<file path="src/rtl/output_demultiplexer.sv">
`default_nettype none
// ============================================================================
// output_demultiplexer : routes terminal bytes to a UART FIFO and an optional
// local-echo slot (enable with LOCAL_ECHO_EN).   Revision: 1.0
// ============================================================================
module output_demultiplexer #(
  parameter int FIFO_DEPTH = 16,
  parameter int DROP_W     = 8
) (
  input  logic                          clk,
  input  logic                          reset,
  input  logic [7:0]                    in_data,
  input  logic [1:0]                    in_dest,
  input  logic                          in_valid,
  output logic                          in_ready,
  output logic [7:0]                    uart_data,
  output logic                          uart_valid,
  input  logic                          uart_ready,
  output logic [7:0]                    local_data,
  output logic                          local_valid,
  input  logic                          local_ready,
  output logic [$clog2(FIFO_DEPTH):0]   uart_level,
  output logic [DROP_W-1:0]             drop_count
);

  localparam int AW = $clog2(FIFO_DEPTH);
  localparam int LW = AW + 1;

  logic [7:0]    mem [FIFO_DEPTH];
  logic [AW-1:0] wr_ptr;
  logic [AW-1:0] rd_ptr;
  logic [LW-1:0] level;

  logic uart_ok;
  logic local_ok;
  logic dest_local;
  logic accept;
  logic push;
  logic pop;
  logic drop;

  // A pop in the same cycle never frees a slot for the incoming byte.
  assign uart_ok = (level != LW'(FIFO_DEPTH));

`ifdef LOCAL_ECHO_EN
  logic       local_valid_r;
  logic [7:0] local_data_r;

  assign dest_local  = in_dest[1];
  assign local_ok    = !local_valid_r || local_ready;
  assign local_valid = local_valid_r;
  assign local_data  = local_data_r;

  always_ff @(posedge clk) begin
    if (reset) begin
      local_valid_r <= 1'b0;
      local_data_r  <= 8'h00;
    end else if (accept && dest_local) begin
      local_valid_r <= 1'b1;
      local_data_r  <= in_data;
    end else if (local_ready) begin
      local_valid_r <= 1'b0;
    end
  end
`else
  logic unused_local;

  assign unused_local = &{1'b0, in_dest[1], local_ready};
  assign dest_local   = 1'b0;
  assign local_ok     = 1'b1;
  assign local_valid  = 1'b0;
  assign local_data   = 8'h00;
`endif

  // All-or-nothing: every addressed branch must accept in the same cycle.
  assign in_ready = (!in_dest[0] || uart_ok) && (!dest_local || local_ok);
  assign accept   = in_valid && in_ready;
  assign push     = accept && in_dest[0];
  assign pop      = uart_valid && uart_ready;
  assign drop     = accept && !in_dest[0] && !dest_local;

  always_ff @(posedge clk) begin
    if (push) begin
      mem[wr_ptr] <= in_data;
    end
  end

  always_ff @(posedge clk) begin
    if (reset) begin
      wr_ptr <= '0;
      rd_ptr <= '0;
      level  <= '0;
    end else begin
      if (push) begin
        wr_ptr <= wr_ptr + AW'(1);
      end
      if (pop) begin
        rd_ptr <= rd_ptr + AW'(1);
      end
      case ({push, pop})
        2'b10:   level <= level + LW'(1);
        2'b01:   level <= level - LW'(1);
        default: level <= level;
      endcase
    end
  end

  always_ff @(posedge clk) begin
    if (reset) begin
      drop_count <= '0;
    end else if (drop && (drop_count != {DROP_W{1'b1}})) begin
      drop_count <= drop_count + DROP_W'(1);
    end
  end

  assign uart_valid = (level != '0);
  assign uart_data  = uart_valid ? mem[rd_ptr] : 8'h00;
  assign uart_level = level;

endmodule
`default_nettype wire
</file>
<file path="config.mk">
export PLATFORM = sky130hd
export DESIGN_NAME = output_demultiplexer
export DESIGN_NICKNAME = d
export VERILOG_FILES = /design/src/rtl/output_demultiplexer.sv
export SDC_FILE = /design/constraint.sdc
export NUM_CORES = 1
export LEC_CHECK = 0
export ABC_AREA = 1
export ABC_CLOCK_PERIOD_IN_PS = 5500
export BUFFER_PORTS_ARGS = -buffer_cell sky130_fd_sc_hd__buf_2
export CORE_ASPECT_RATIO = 0.75
export CORE_MARGIN = 1.5
export CORE_UTILIZATION = 50
export DETAILED_ROUTE_END_ITERATION = 7
export PLACE_DENSITY = 0.69
export SETUP_SLACK_MARGIN = 0.15
export SYNTH_ARGS = -nofsm -noshare
export SYNTH_HDL_FRONTEND = slang
export SYNTH_SLANG_ARGS = --single-unit
</file>
<file path="constraint.sdc">
create_clock -name clk -period 5.5 [get_ports clk]
set_input_delay 1.1 -clock clk [delete_from_list [all_inputs] [get_ports clk]]
set_output_delay 1.1 -clock clk [all_outputs]
set_load 0.03 [all_outputs]
</file>
==> impl_metrics.csv, run 1 <==
group,metric,value,unit
place,hpwl,8.65,mm
cts,cts_sinks,153,
pwr,power.density,466,nW/um^2
routing,routedWlPerCell,16.8,um
cts,clockBufferDepth,2,
synth,ys_top_cells_by_area,"edfxtp_1, nand2_1, nand3_1",
worst_setup_path,cp_max_fo,33,
routing,routed_wl,14.2,mm
min_path,hold_class,"register to register",
floorplanning,coreArea,13000,sq um
worst_setup_path,critPathKind,"register to output pin",
synth,ys_types,29,
timing,tns,0,ns
synth,yosysSeqAreaShare,0.654,
timing,fin_crit_sh,0.723,
routing,postRouteAntennaNets,0,
routing,dr.pass1.iters,5,
timing,worst_pin_slew,1.23,ns
flow_run,drv_cap,0,
worst_setup_path,crit_arrival,2.88,ns
timing,finalCriticalPeriod,3.98,ns
synth,synth_largest_area_cell,"edfxtp_1",
timing,fin_skew,0.00960,ns
synth,synth.cell_area,6640,sq um
min_path,hold_path_depth,1,
pwr,ir_worst_vdd,253,uV
layout,layout_common_cells,"nand2_1, edfxtp_1, nand3_1",
cts,cts_resized,0,
synth,yosys_warnings,0,
global_routing,grt-ovfl-total,0,
layout,fillers,1046,
place,globalplace.congestion,0.821,
layout,drive_gt1_frac,0.117,
synth,syn_area_per_cell,10.5,sq um
cts,cts_hold_buffers,0,
cts,cts_tree,"built",
floorplanning,ios,47,
pwr,p_leak,2.91,nW
global_routing,grt_first_pass_wirelength,21.8,mm
timing,maxSlewHeadroom,0.178,
cts,insertion_delay,0.42,ns
layout,area_delta_synth_final,12.0,%
timing,hold_violations,0,
global_routing,grt_max_degree,65,
place,numPortBuffers,35,
routing,drc,0,
floorplanning,fp.dieH,103,um
synth,synth_cells,634,
worst_setup_path,start_kind,"register",
layout,finish.utilization,0.573,
cts,post-cts-setup-buffers,0,
routing,drt-initial-drc-count,543,
global_routing,grt_pass1_vias,4144,
outcome,status,"completed",
layout,nNetsFinal,689,
layout,layout_commonest_cell,"nand2_1",
global_routing,grtUsageTotal,0.215,
cts,clk_pin_slew,0.06,ns
timing,max_clock_freq,251,MHz
cts,cts_buffers,17,
floorplanning,rows,36,
cts,htree_levels,4,
synth,netlist.area_leader.share,0.579,
timing,rsz0062_at_grt,"false",
timing,setup_viol,0,
global_routing,antenna_found_initial,0,
floorplanning,dieWidth,136,um
worst_setup_path,critPathRequiredTime,4.40,ns
worst_setup_path,critPathCaptureType,"output pin",
routing,vias_per_cell,5.36,
floorplanning,die_area,14000,sq um
timing,finalMaxSlewViolations,0,
floorplanning,start_util,0.512,
layout,antenna_cells,0,
worst_setup_path,rr_worst_depth,16,
synth,ys_seq_elements,153,
routing,num_vias,4545,
cts,root_buffer,"clkbuf_16",
power by group:
group | internal (W) | total, W | switching, W | leakage [nW]
Combinational | 0.000272 | 0.000981 | 0.000709 | 1.25
Sequential | 0.00130 | 0.00134 | 0.0000401 | 1.36
Clock | 0.000711 | 0.00115 | 0.000438 | 0.301
critical path: stages, from the launching register on:
cell and delay (ns):
dfxtp_1 0.31, buf_4 0.37, inv_1 0.65, nand3_1 0.29, nand3_1 0.15, nand2_1 0.11
nand2_1 0.08, a21oi_1 0.21, buf_2 0.23
routing by layer:
layer	wire length [um]	share of wire	GRT usage	vias to the layer above
met1	6410	0.45	0.306	2144
met4	194	0.014	0.0753	0
met3	1240	0.087	0.0570	20
met2	6410	0.45	0.321	180
li1	-	-	-	2201
met5	0	0	0	-
stage by stage:
step	total power [W]	instances	area, sq um	hold slack (ns)	setup WS [ns]
floorplan	0.00211	642	6670	0.462	2.70
global placement	0.00231	816	6830	0.477	2.06
detailed placement	0.00233	816	6830	0.484	2.02
CTS	0.00347	848	7440	0.498	1.55
global route	0.00363	848	7440	0.518	1.37
finish	0.00347	848	7440	0.493	1.52
sequential cells by signal, indices dropped and copies added, names as in the netlist, named ones only:
register and count:
rd_ptr 4, drop_count 8, uart_level 5, mem 128, wr_ptr 4
cells in the mapped netlist:
cell type,number
a21oi_1,25
nand2_1,212
edfxtp_1,128
buf_2,10
nor2_2,1
nand4_1,3
nand3_2,1
o21ai_0,6
nand2_4,1
buf_4,14
nand2_2,1
nor2_4,1
dfxtp_1,25
xnor2_1,2
a31oi_1,1
conb_1,1
ha_1,10
o21ai_1,1
inv_2,5
nand3_1,107
xor2_1,8
nor2_1,30
inv_1,27
o21bai_1,1
buf_6,7
nor3_1,1
nand3b_1,1
nand4_4,1
clkbuf_1,3
area by class of cell:
class	instances	area, sq um	share of cell area
clock inverters	7	47.5	0.00639
multi-input cells	423	1960	0.264
inverters	32	120	0.0161
clock buffers	25	561	0.0753
well taps	171	214	0.0288
repair buffers	37	190	0.0256
flip-flops and latches	153	4350	0.584
cells by family after synthesis:
family,count (synthesis),share of synthesized area
adder cells (fa/ha/maj),10,0.0188
AND/OR/NAND/NOR,360,0.232
XOR/XNOR,10,0.0132
buffers and inverters,66,0.0550
AO/OA/AOI/OAI,34,0.0262
flip-flops,153,0.654
other,1,0.000565
final timing paths:
check                                endpoint           from  slack [ns]
worst max-delay path             uart_data[0]       register        1.52
worst min-delay path                 register      rd_ptr[0]        0.49
worst max register to register  uart_level[4]  uart_level[0]        3.14
worst min register to register       register      rd_ptr[0]        0.49
Note: power is estimated with default switching activity, not from simulation.
==> run 2: changes to the inputs <==
- ABC_AREA: 1 -> 0
- ABC_CLOCK_PERIOD_IN_PS: 5500 -> 3400
- PLACE_DENSITY: 0.69 -> 0.72
- clock period: 5.5 -> 3.4 ns (I/O delays scaled with it)
==> run 2 against run 1 <==
Against the previous run:
- clock-buffer cell count decreased by 7
- critical path depth decreased by 2
- die area decreased by 3.3%
- power increased by 51%
- largest cell class unchanged
- largest power group unchanged
==> impl_metrics.csv, run 2 <==
group,metric,value,unit
synth,yosys_warnings,0,
synth,ys_async_sr_fraction,0,
layout,post-route-cell-area,7310,sq um
synth,ys_seq_elements,153,
cts,cts_hold_buffers,0,
synth,yosys_most_used_dff,"edfxtp_1",
layout,antenna_cells,0,
timing,hold_violations,0,
min_path,hold_path_depth,2,
synth,ys_types,45,
global_routing,grt_busiest_layer,"met2",
cts,cts_tree,"built",
synth,synth_largest_area_cell,"edfxtp_1",
pwr,p_seq_frac,0.416,
synth,yosysSeqAreaShare,0.677,
layout,nNetsFinal,458,
layout,instances_no_fill,612,
global_routing,grt-ovfl-total,0,
synth,synth_common_cells,"edfxtp_1, mux4_2, nor2_1",
pwr,power.density,719,nW/um^2
place,place_area,6760,sq um
cts,cts_sinks,153,
timing,setup_viol,0,
global_routing,grt_first_pass_wirelength,18.9,mm
timing,finalMaxSlewViolations,0,
pwr,ir_worst_vdd,591,uV
global_routing,grt_pass1_vias,3473,
place,numPortBuffers,35,
worst_setup_path,critPathRequiredTime,2.72,ns
timing,tns,0,ns
routing,routedWlPerCell,19.1,um
routing,drc,0,
routing,vias_per_cell,5.58,
pwr,switchingPower,0.00169,W
pwr,comb_power_share,0.258,
pwr,pwr-share-clk,0.327,
pwr,switching_share,0.322,
global_routing,grtUsageMet1,0.266,
global_routing,use_met3,0.0538,
worst_setup_path,start_kind,"register",
cts,post-cts-setup-buffers,0,
routing,drt-initial-drc-count,289,
layout,drive_gt1_frac,0.269,
synth,syn_area_per_cell,16.5,sq um
global_routing,antenna_found_initial,0,
cts,cts_resized,0,
layout,fillers,951,
layout,final-seq-area,4350,sq um
routing,num_vias,3418,
synth,synth_cells,388,
worst_setup_path,crit_arrival,2.40,ns
timing,rsz0062_at_grt,"false",
floorplanning,start_util,0.518,
cts,cts_buffers,17,
outcome,status,"completed",
routing,dr.pass1.iters,4,
floorplanning,coreArea,12400,sq um
cts,root_buffer,"clkbuf_16",
pwr,intPower,0.00356,W
worst_setup_path,critPathCaptureType,"output pin",
flow_run,drv_cap,0,
cts,insertion_delay,0.41,ns
cts,clk_pin_slew,0.06,ns
synth,ys_top_cells_by_area,"edfxtp_1, mux4_2, dfxtp_1",
timing,maxSlewHeadroom,0.402,
synth,netlist.area_leader.share,0.599,
layout,largest_reg_flops,128,
place,hpwl,7.61,mm
layout,area_delta_synth_final,13.9,%
global_routing,grtUsageTotal,0.190,
layout,multi_input_area,1870,sq um
place,dpl.cell_count,580,
place,globalplace.congestion,0.808,
timing,finalCriticalPeriod,3.08,ns
worst_setup_path,cp_max_fo,12,
floorplanning,dieWidth,134,um
pwr,p_leak,2.44,nW
routing,postRouteAntennaNets,0,
routing,routed_wl,11.7,mm
synth,synth.cell_area,6420,sq um
worst_setup_path,rr_worst_depth,10,
layout,layout_common_cells,"edfxtp_1, buf_2, mux4_2",
floorplanning,rows,35,
global_routing,grt_use_met2,0.300,
min_path,hold_class,"register to register",
timing,worst_pin_slew,0.893,ns
timing,fin_skew,0.00769,ns
synth,yosysMostFrequentCell,"edfxtp_1",
timing,max_clock_freq,324,MHz
floorplanning,fp.dieH,101,um
synth,synth_edf_count,128,
global_routing,grt_max_degree,33,
layout,layout_commonest_cell,"edfxtp_1",
floorplanning,ios,47,
cts,clockBufferDepth,2,
layout,top_register,"mem",
cts,htree_levels,4,
floorplanning,die_area,13500,sq um
worst_setup_path,critPathKind,"register to output pin",
timing,fin_crit_sh,0.907,
-- run 2: per-layer routing --
layer	up-vias	share of wire
li1	1580	-
met2	76	0.48
met5	-	0
met3	4	0.035
met4	0	0.0045
met1	1758	0.48
-- run 2: path summary, 6_finish.rpt --
| check | startpoint | to | slack, ns |
|---|---|---|---|
| worst min-delay path | rd_ptr[3] | register | 0.53 |
| worst min register to register | rd_ptr[3] | register | 0.53 |
| worst max-delay path | register | uart_data[3] | 0.32 |
| worst max register to register | uart_level[0] | uart_level[4] | 0.41 |
-- run 2: kinds of logic (layout without fill, tap and decap cells) --
kind of cell,after synthesis,count (layout),share of synthesized area
simple gates,90,90,0.0733
other cells,1,9,0.000584
xor+xnor,13,13,0.0177
compound gates,34,34,0.0419
flops,153,153,0.677
fa+ha+maj,10,10,0.0195
buf+inv,41,91,0.0357
mux,46,46,0.134
-- run 2: through the flow --
| stage | worst slack (ns) | hold WS [ns] | total power (W) | utilization |
|---|---|---|---|---|
| floorplan | 0.380 | 0.485 | 0.00329 | - |
| global placement | 0.479 | 0.527 | 0.00355 | 0.546 |
| detailed placement | 0.432 | 0.532 | 0.00359 | 0.546 |
| CTS | 0.183 | 0.543 | 0.00529 | 0.590 |
| global route | 0.147 | 0.598 | 0.00550 | 0.590 |
| finish | 0.316 | 0.534 | 0.00525 | 0.590 |
-- run 2: layout make-up --
cell class                      count  area share
Sequential cell                   153       0.595
Inverter                            8     0.00411
Multi-Input combinational cell    202       0.256
Timing Repair Buffer               51      0.0421
Clock inverter                     14      0.0154
Clock buffer                       18      0.0587
Tap cell                          166      0.0284
-- run 2: power by group through the flow --
stage | clock network (W) | logic, W | registers, W
floorplan | 0 | 0.00107 | 0.00222
global placement | 0 | 0.00134 | 0.00222
detailed placement | 0 | 0.00136 | 0.00222
CTS | 0.00174 | 0.00137 | 0.00218
global route | 0.00183 | 0.00148 | 0.00220
finish | 0.00172 | 0.00135 | 0.00218
-- run 2: worst max-delay path, stage by stage, from the launching register on --
cell,delay [ns]
dfxtp_1,0.69
buf_4,0.27
mux4_2,0.31
nor2b_1,0.14
a211oi_1,0.29
a211oi_1,0.08
buf_2,0.21
==> run 3: changes to the inputs <==
- SETUP_SLACK_MARGIN: 0.15 -> 0.5
==> run 3 against run 2 <==
Against the previous run:
- register-to-register slack better by 0.21 ns
- die area stayed put
- sequential power hardly changed
- critical path depth stayed put
- setup slack better by 0.23 ns
- clock skew is 0.0012 ns higher
- via count is 2.0% higher
- critical endpoint is now uart_data[0]
==> impl_metrics.csv, run 3 (synthesis results as in run 2) <==
group,metric,value,unit
timing,worst_slack,0.550,ns
timing,setup_viol,0,
layout,antenna_cells,0,
cts,clk_pin_slew,0.06,ns
min_path,hold_class,"register to register",
cts,root_buffer,"clkbuf_16",
layout,layout_common_cells,"edfxtp_1, mux4_2, nor2_1",
pwr,power.density,780,nW/um^2
layout,post-route-cell-area,7740,sq um
place,pre_cts_ws,0.527,ns
timing,finalCriticalPeriod,2.85,ns
outcome,status,"completed",
worst_setup_path,critPathKind,"register to output pin",
layout,fillers,877,
layout,drive_gt1_frac,0.333,
worst_setup_path,start_kind,"register",
timing,finalMaxSlewViolations,0,
global_routing,grt_pass1_vias,3475,
floorplanning,dieWidth,134,um
timing,fin_crit_sh,0.838,
floorplanning,ios,47,
global_routing,grt_max_degree,33,
routing,vias_per_cell,5.62,
routing,drc,0,
layout,area_delta_synth_final,20.6,%
routing,drt-initial-drc-count,225,
layout,nNetsFinal,466,
floorplanning,coreArea,12400,sq um
timing,maxSlewHeadroom,0.315,
timing,fin_skew,0.00887,ns
place,place_area,6760,sq um
timing,max_clock_freq,351,MHz
layout,instances_no_fill,620,
floorplanning,die_area,13500,sq um
global_routing,grt_first_pass_wirelength,19.3,mm
timing,tns,0,ns
layout,layout_commonest_cell,"edfxtp_1",
global_routing,grt-ovfl-total,0,
floorplanning,rows,35,
worst_setup_path,crit_arrival,2.17,ns
timing,worst_pin_slew,1.02,ns
cts,clockBufferDepth,2,
pwr,ir_worst_vdd,741,uV
routing,routed_wl,12.6,mm
timing,hold_violations,0,
routing,num_vias,3486,
flow_run,drv_cap,0,
cts,cts_buffers,17,
layout,largest_reg_flops,128,
place,dpl.cell_count,576,
worst_setup_path,critPathRequiredTime,2.72,ns
global_routing,antenna_found_initial,0,
floorplanning,fp.dieH,101,um
cts,cts_hold_buffers,0,
worst_setup_path,cp_max_fo,8,
global_routing,grtUsageTotal,0.200,
place,hpwl,7.39,mm
routing,postRouteAntennaNets,0,
place,numPortBuffers,35,
timing,whs,0.552,ns
floorplanning,start_util,0.518,
cts,cts_sinks,153,
cts,htree_levels,4,
layout,top_register,"mem",
min_path,hold_path_depth,2,
cts,cts_tree,"built",
routing,routedWlPerCell,20.3,um
routing,dr.pass1.iters,5,
worst_setup_path,rr_worst_depth,10,
worst_setup_path,critPathCaptureType,"output pin",
place,globalplace.congestion,0.802,
pwr,p_leak,2.61,nW
cts,insertion_delay,0.42,ns
timing,rsz0062_at_grt,"true",
[run 3: cell count changes in the layout (fill, tap and decap cells not counted), sizes merged]
cell / previous run / this run
clkinvlp: 3 / 2
bufbuf: 0 / 1
clkbuf: 18 / 19
buf: 51 / 56
bufinv: 0 / 5
clkinv: 4 / 5
inv: 15 / 11
[run 3: worst paths after layout]
path | start | end | slack, ns
worst max-delay path | register | uart_data[0] | 0.55
worst min-delay path | drop_count[2] | drop_count[2] | 0.55
worst max register to register | uart_level[1] | uart_level[4] | 0.62
worst min register to register | drop_count[2] | drop_count[2] | 0.55
[run 3: cell type report]
class                           count  area, sq um  area share
Clock inverter                     15          223      0.0288
Clock buffer                       17          425      0.0550
Multi-Input combinational cell    202         1970       0.255
Timing Repair Buffer               59          517      0.0668
Tap cell                          166          208      0.0268
Inverter                            8         30.0     0.00388
Sequential cell                   153         4360       0.564
[run 3: metrics by stage]
step / utilization / power, W
after floorplan: - / 0.00331
after global placement: 0.545 / 0.00358
after detailed placement: 0.545 / 0.00362
after CTS: 0.611 / 0.00583
after global routing: 0.624 / 0.00627
final: 0.624 / 0.00604
[run 3: timing repair]
item | 4_1_cts | 5_1_grt
cloned | 2 | 2
endpoints found under the setup margin | 8 | 10
pin swaps | 5 | 8
buffers inserted | 3 | 5
gates resized for setup | 21 | 16
endpoints found under the hold margin | 0 | 0
[run 3: per-layer routing]
layer | track usage | up-vias | part of all wire
met5 | 0 | - | 0
met1 | 0.274 | 1768 | 0.43
met2 | 0.311 | 112 | 0.49
li1 | - | 1602 | -
met4 | 0.0744 | 0 | 0.0055
met3 | 0.0563 | 4 | 0.068
[run 3: report_power, final]
part / switching (W) / internal, W
Sequential: 0.000106 / 0.00210
Clock: 0.000748 / 0.00131
Combinational: 0.000953 / 0.000821
Total: 0.00181 / 0.00423
[run 3: critical path, stage by stage (launching register included)]
cell and delay, ns:
dfxtp_4 0.37, buf_12 0.15, mux4_2 0.51, nor2b_4 0.14
a211oi_2 0.23, a211oi_2 0.10, buf_4 0.24
